==> config.mk <==
export PLATFORM = sky130hd
export DESIGN_NAME = global_avg_pool_flat
export DESIGN_NICKNAME = d
export VERILOG_FILES = /design/src/rtl/global_avg_pool_if.sv /design/src/rtl/global_avg_pool.sv /design/src/flat_wrapper.sv
export SDC_FILE = /design/constraint.sdc
export NUM_CORES = 1
export LEC_CHECK = 0
export CAP_MARGIN = 20
export CORE_UTILIZATION = 57
export CTS_CLUSTER_SIZE = 8
export DETAILED_ROUTE_END_ITERATION = 16
export PLACE_DENSITY = 0.82
export SETUP_SLACK_MARGIN = 0.15
export SKIP_CTS_REPAIR_TIMING = 1
export SLEW_MARGIN = 20
export SYNTH_ARGS = -nofsm -noshare
export SYNTH_HDL_FRONTEND = slang
export SYNTH_SLANG_ARGS = --single-unit
==> constraint.sdc <==
create_clock -name clk -period 5.6 [get_ports clk]
set_input_delay 1.12 -clock clk [delete_from_list [all_inputs] [get_ports clk]]
set_output_delay 1.12 -clock clk [all_outputs]
set_load 0.02 [all_outputs]
==> src/rtl/global_avg_pool_if.sv <==
// global_avg_pool_if: control/status and feature SRAM port bundle of global_avg_pool.
interface global_avg_pool_if #(
    parameter int DATA_W = 8,
    parameter int ADDR_W = 14
) ();
    logic                     start;
    logic [ADDR_W-1:0]        src_base;
    logic [ADDR_W-1:0]        dst_base;
    logic                     busy;
    logic                     done;
    logic                     rd_en;
    logic [ADDR_W-1:0]        rd_addr;
    logic signed [DATA_W-1:0] rd_data;
    logic                     wr_en;
    logic [ADDR_W-1:0]        wr_addr;
    logic signed [DATA_W-1:0] wr_data;
    modport master (
        output start, src_base, dst_base, rd_data,
        input  busy, done, rd_en, rd_addr, wr_en, wr_addr, wr_data
    );
    modport slave (
        input  start, src_base, dst_base, rd_data,
        output busy, done, rd_en, rd_addr, wr_en, wr_addr, wr_data
    );
endinterface

==> src/rtl/global_avg_pool.sv <==
// global_avg_pool: per-channel mean of a channel-major INT8 feature map via reciprocal multiply.
module global_avg_pool #(
    parameter int DATA_W      = 8,
    parameter int ADDR_W      = 14,
    parameter int N_CH        = 24,
    parameter int FM_H        = 25,
    parameter int FM_W        = 20,
    parameter int ACC_W       = 18,
    parameter int RECIP       = 131,
    parameter int RECIP_SHIFT = 16
) (
    input logic              clk,
    input logic              reset,
    global_avg_pool_if.slave pool_io
);
    localparam int PIX    = FM_H * FM_W;
    localparam int P_W    = $clog2(PIX);
    localparam int C_W    = $clog2(N_CH);
    localparam int PROD_W = ACC_W + RECIP_SHIFT;
    localparam logic signed [PROD_W-1:0] MAX_V = PROD_W'(2 ** (DATA_W - 1) - 1);
    localparam logic signed [PROD_W-1:0] MIN_V = PROD_W'(-(2 ** (DATA_W - 1)));

    typedef enum logic [2:0] {IDLE, READ, DRAIN, SCALE, WRITE, DONE} state_e;

    state_e                   state_q, state_d;
    logic [ADDR_W-1:0]        base_q, base_d;
    logic [ADDR_W-1:0]        dst_q, dst_d;
    logic [C_W-1:0]           c_q, c_d;
    logic [P_W-1:0]           p_q, p_d;
    logic signed [ACC_W-1:0]  acc_q, acc_d;
    logic                     rd_v_q;
    logic signed [DATA_W-1:0] wr_data_q, wr_data_d;
    logic signed [PROD_W-1:0] prod, rnd, avg;
    logic signed [DATA_W-1:0] sat;

    // base_q tracks src_base + c*PIX so the read address is a single add
    assign pool_io.busy    = state_q != IDLE;
    assign pool_io.done    = state_q == DONE;
    assign pool_io.rd_en   = state_q == READ;
    assign pool_io.rd_addr = base_q + ADDR_W'(p_q);
    assign pool_io.wr_en   = state_q == WRITE;
    assign pool_io.wr_addr = dst_q + ADDR_W'(c_q);
    assign pool_io.wr_data = wr_data_q;

    always_comb begin
        prod = PROD_W'(acc_q) * PROD_W'(RECIP);
        rnd  = prod + PROD_W'(2 ** (RECIP_SHIFT - 1));
        avg  = rnd >>> RECIP_SHIFT;
        sat  = avg > MAX_V ? DATA_W'(MAX_V) : avg < MIN_V ? DATA_W'(MIN_V) : avg[DATA_W-1:0];
    end

    always_comb begin
        state_d   = state_q;
        base_d    = base_q;
        dst_d     = dst_q;
        c_d       = c_q;
        p_d       = p_q;
        wr_data_d = wr_data_q;
        acc_d     = rd_v_q ? acc_q + ACC_W'(pool_io.rd_data) : acc_q;
        unique case (state_q)
            IDLE: if (pool_io.start) begin
                state_d = READ;
                base_d  = pool_io.src_base;
                dst_d   = pool_io.dst_base;
                c_d     = '0;
                p_d     = '0;
                acc_d   = '0;
            end
            READ: begin
                p_d     = p_q == P_W'(PIX - 1) ? '0 : p_q + P_W'(1);
                state_d = p_q == P_W'(PIX - 1) ? DRAIN : READ;
            end
            DRAIN: state_d = SCALE;
            SCALE: begin
                wr_data_d = sat;
                state_d   = WRITE;
            end
            WRITE: begin
                acc_d   = '0;
                base_d  = base_q + ADDR_W'(PIX);
                state_d = c_q == C_W'(N_CH - 1) ? DONE : READ;
                c_d     = c_q == C_W'(N_CH - 1) ? c_q : c_q + C_W'(1);
            end
            DONE: state_d = IDLE;
            default: state_d = IDLE;
        endcase
    end

    always_ff @(posedge clk) begin
        if (reset) begin
            state_q   <= IDLE;
            base_q    <= '0;
            dst_q     <= '0;
            c_q       <= '0;
            p_q       <= '0;
            acc_q     <= '0;
            rd_v_q    <= 1'b0;
            wr_data_q <= '0;
        end else begin
            state_q   <= state_d;
            base_q    <= base_d;
            dst_q     <= dst_d;
            c_q       <= c_d;
            p_q       <= p_d;
            acc_q     <= acc_d;
            rd_v_q    <= pool_io.rd_en;
            wr_data_q <= wr_data_d;
        end
    end
endmodule
==> src/flat_wrapper.sv <==
// flat-port wrapper written by rule: the top's interface ports become plain ports
module global_avg_pool_flat 
#(
    parameter int DATA_W      = 8,
    parameter int ADDR_W      = 14,
    parameter int N_CH        = 24,
    parameter int FM_H        = 25,
    parameter int FM_W        = 20,
    parameter int ACC_W       = 18,
    parameter int RECIP       = 131,
    parameter int RECIP_SHIFT = 16
)
  (clk, reset, pool_io_start, pool_io_src_base, pool_io_dst_base, pool_io_rd_data, pool_io_busy, pool_io_done, pool_io_rd_en, pool_io_rd_addr, pool_io_wr_en, pool_io_wr_addr, pool_io_wr_data);
  global_avg_pool_if #(.DATA_W(DATA_W), .ADDR_W(ADDR_W)) pool_io_i ();
  input logic clk;
  input logic reset;
  input wire logic [$bits(pool_io_i.start)-1:0] pool_io_start;
  input wire logic [$bits(pool_io_i.src_base)-1:0] pool_io_src_base;
  input wire logic [$bits(pool_io_i.dst_base)-1:0] pool_io_dst_base;
  input wire logic [$bits(pool_io_i.rd_data)-1:0] pool_io_rd_data;
  output wire logic [$bits(pool_io_i.busy)-1:0] pool_io_busy;
  output wire logic [$bits(pool_io_i.done)-1:0] pool_io_done;
  output wire logic [$bits(pool_io_i.rd_en)-1:0] pool_io_rd_en;
  output wire logic [$bits(pool_io_i.rd_addr)-1:0] pool_io_rd_addr;
  output wire logic [$bits(pool_io_i.wr_en)-1:0] pool_io_wr_en;
  output wire logic [$bits(pool_io_i.wr_addr)-1:0] pool_io_wr_addr;
  output wire logic [$bits(pool_io_i.wr_data)-1:0] pool_io_wr_data;
  assign pool_io_i.start = pool_io_start;
  assign pool_io_i.src_base = pool_io_src_base;
  assign pool_io_i.dst_base = pool_io_dst_base;
  assign pool_io_i.rd_data = pool_io_rd_data;
  assign pool_io_busy = pool_io_i.busy;
  assign pool_io_done = pool_io_i.done;
  assign pool_io_rd_en = pool_io_i.rd_en;
  assign pool_io_rd_addr = pool_io_i.rd_addr;
  assign pool_io_wr_en = pool_io_i.wr_en;
  assign pool_io_wr_addr = pool_io_i.wr_addr;
  assign pool_io_wr_data = pool_io_i.wr_data;
  global_avg_pool #(.DATA_W(DATA_W), .ADDR_W(ADDR_W), .N_CH(N_CH), .FM_H(FM_H), .FM_W(FM_W), .ACC_W(ACC_W), .RECIP(RECIP), .RECIP_SHIFT(RECIP_SHIFT)) u_core (.clk(clk), .reset(reset), .pool_io(pool_io_i));
endmodule
==> results_dict.tcl, run 1 <==
set metrics [dict create \
    fillers 838 \
    synth_seq_cells 72 \
    worstPathCellList "ha_1, ha_1, inv_1, fa_1, inv_1, ha_1, ha_1, ha_1, nand4_1, a211o_2, a41oi_4, o21a_4, a21oi_4, o22a_2, o31ai_4, a21oi_2, a221o_1" \
    place_inst 931 \
    path_class "reg -> reg" \
    die_w_um 108 \
    syn_area_um2 6370 \
    final_area_um2 7480 \
    io_pins 79 \
    max_freq_ghz 0.206 \
    cts.clk_slew.worst_paths_ns 0.08 \
    cp-end-kind "flop" \
    postSynthAreaPerCell_um2 8.73 \
    cts_tree "yes" \
    syn-num-nets 913 \
    clock-skew-final_ns 0.0124 \
    worstSkewPairLatency_ns 0.36 \
    cts_made_buffers 9 \
    clkSinkCount 72 \
    synth_edf_count 0 \
    multi_input_area_um2 4720 \
    grt_util_all_layers 0.265 \
    finalCritPeriodShare 0.868 \
    synth.distinct_cells 67 \
    max_slew_margin 0.426 \
    wire_per_inst_um 15.7 \
    critPathArrivalTime_ns 5.10 \
    outcome "finished clean" \
    drc 0 \
    grt_pass1_vias 5547 \
    min_path_type "reg -> reg" \
    p_leak_nw 3.60 \
    start_kind "flop" \
    dp_hpwl_um 11400 \
    finalNetCount 986 \
    synthXorXnorAreaFrac 0.0673 \
    die_y_um 108 \
    synth_top_family_by_area "adder cells" \
    synth-main-ff-cell "dfxtp_1" \
    place_congestion 0.907 \
    cap_violations 0 \
    synth_fa_ha_area_frac 0.302 \
    worst_path_largest_cell_delay_ns 0.68 \
    grt-ovfl-total 0 \
    fin_cells 948 \
    seq_area_frac_synth 0.226 \
    tns_ns 0 \
    seqCellArea_um2 1440 \
    setup_violations 0 \
    drive_gt1_frac 0.0483 \
    synth_cells 730 \
    via_per_inst 5.93 \
    antennaDiodeCount 0 \
    drtAntennaViolNets 0 \
    grt_max_degree 51 \
    clock-root-buffer "clkbuf_8" \
    crit_top_cell "ha_1" \
    cts_buffer_depth 2 \
    postSynth.asyncResetShare 0 \
    yosys_warnings 0 \
    drtPass1Iterations 7 \
    dieArea_um2 11600 \
    crit_required_ns 5.84 \
    rsz0062_at_grt "false" \
    via_count 5624 \
    synth_compound_area_frac 0.173 \
    muxShareOfSynthArea 0.0283 \
    fin_crit_ns 4.86 \
    critPathMaxFanout 14 \
    drv_slew 0 \
    antenna_found_initial 0 \
    grt_pass1_wl_um 24800 \
    area_growth_syn_to_layout_pct 17.4 \
    cp_slowest_cell "dfxtp_1" \
    vdd_drop_max_mv 0.125 \
    worstMarginPinSlew_ns 0.855 \
    p_per_area_nw_per_um2 171 \
    yosys.area_share.simple 0.171 \
    portBuffers 78 \
    wl_um 14900 \
    drt_iter0_drc 352 \
    fp-row-count 38 \
    coreArea_um2 10900 \
    start_util 0.585 \
    hold_viol 0 \
    dpl-instance-area_um2 7260 \
    h-tree-depth 3 \
]
==> per-stage QoR <==
step | hold slack, ns | util | power [mW] | worst slack [ns]
5_1_grt | 0.492 | 0.687 | 1.33 | 0.480
3_5_place_dp | 0.455 | 0.667 | 0.850 | 0.792
3_3_place_gp | 0.446 | 0.667 | 0.836 | 0.970
6_report | 0.469 | 0.687 | 1.28 | 0.741
2_1_floorplan | 0.440 | - | 0.744 | 1.16
4_1_cts | 0.466 | 0.686 | 1.28 | 0.737
==> layout by cell type, fill, tap and decap left out, drive strengths merged, types with 3 or more instances in the layout <==
| master | n |
|---|---|
| nand3 | 16 |
| xor2 | 11 |
| and2 | 6 |
| or3 | 5 |
| nand2b | 11 |
| o21bai | 6 |
| a211oi | 7 |
| mux2i | 18 |
| xnor2 | 38 |
| a21o | 10 |
| and4 | 3 |
| fa | 16 |
| nor2b | 8 |
| o21ai | 28 |
| dfxtp | 72 |
| nor4 | 4 |
| and3 | 7 |
| nand2 | 65 |
| ha | 128 |
| a221o | 7 |
| a21oi | 71 |
| nor3b | 4 |
| buf | 4 |
| clkbuf | 10 |
| nor2 | 74 |
| nor3 | 16 |
| o21a | 4 |
| clkdlybuf4s50 | 77 |
| a311oi | 3 |
| nand4 | 8 |
| inv | 35 |
| clkinv | 4 |
==> area by class of cell <==
class / count / share of cell area
multi-input combinational: 604 / 0.631
sequential: 72 / 0.193
timing repair buffer: 81 / 0.108
tap: 140 / 0.0234
clock buffer: 10 / 0.0184
inverter: 35 / 0.0176
clock inverter: 6 / 0.00920
==> logic make-up (layout without fill, tap and decap cells) <==
family	Yosys count	count (layout)
mux	18	18
fa+ha+maj	144	144
flops	72	72
buf+inv	54	132
xor+xnor	49	49
simple gates	231	231
compound gates	162	162
==> registers in the layout, summed over array words and instances, names as in the netlist <==
register / flops
u_core.p_q: 9
u_core.c_q: 5
u_core.base_q: 14
u_core.pool_io.wr_data: 8
u_core.state_q: 3
u_core.rd_v_q: 1
u_core.dst_q: 14
u_core.acc_q: 18
==> per-layer routing <==
metal	vias to the layer above	GRT usage	share of wire	wire length (um)
met5	-	0	0	0
met2	166	0.470	0.49	7280
met3	34	0.0315	0.038	570
met4	0	0.101	0.020	294
li1	2767	-	-	-
met1	2657	0.325	0.45	6730
==> critical path: cells and delay by family (launching register included) <==
kind	cells	cell delay, ns
and+or+nand+nor	1	0.13
AOI/OAI and AO/OA	8	1.76
adders and majority gates	6	2.08
buffers and inverters	2	0.09
DFF	1	0.68
==> synth_stat cells (all sizes together), types with 4 or more instances <==
master	n	area share
a211oi	7	0.0090
a21o	10	0.012
a21oi	71	0.059
a221o	7	0.011
and2	6	0.0061
and3	7	0.0069
buf	4	0.0037
clkbuf	15	0.0088
dfxtp	72	0.23
fa	16	0.050
ha	128	0.25
inv	35	0.021
mux2i	18	0.028
nand2	65	0.038
nand2b	11	0.011
nand3	16	0.013
nand4	8	0.0079
nor2	74	0.044
nor2b	8	0.0079
nor3	16	0.013
nor3b	4	0.0055
nor4	4	0.0039
o21a	4	0.0059
o21ai	28	0.024
o21bai	6	0.0071
or3	5	0.0051
xnor2	38	0.052
xor2	11	0.015
==> report_power, final <==
part / internal, mW / switching, mW / total [mW]
clock network: 0.220 / 0.217 / 0.437
logic: 0.133 / 0.154 / 0.286
registers: 0.531 / 0.0255 / 0.556
==> path summary, 6_finish.rpt <==
check,start,end,slack [ns],cells past startpoint
hold reg to reg,u_core.dst_q[0],u_core.dst_q[0],0.47,2
hold / removal,u_core.dst_q[0],u_core.dst_q[0],0.47,2
setup reg to reg,u_core.acc_q[17],u_core.pool_io.wr_data[1],0.74,17
setup / recovery,u_core.acc_q[17],u_core.pool_io.wr_data[1],0.74,17
Note: power is estimated with default switching activity, not from simulation.
==> run 2, diff against run 1 <==
- CTS_CLUSTER_SIZE: 8 -> not set
- HOLD_SLACK_MARGIN: not set -> 0.02
==> results of run 2 <==
No change in the layout: final DEF, timing and power equal those of run 1.
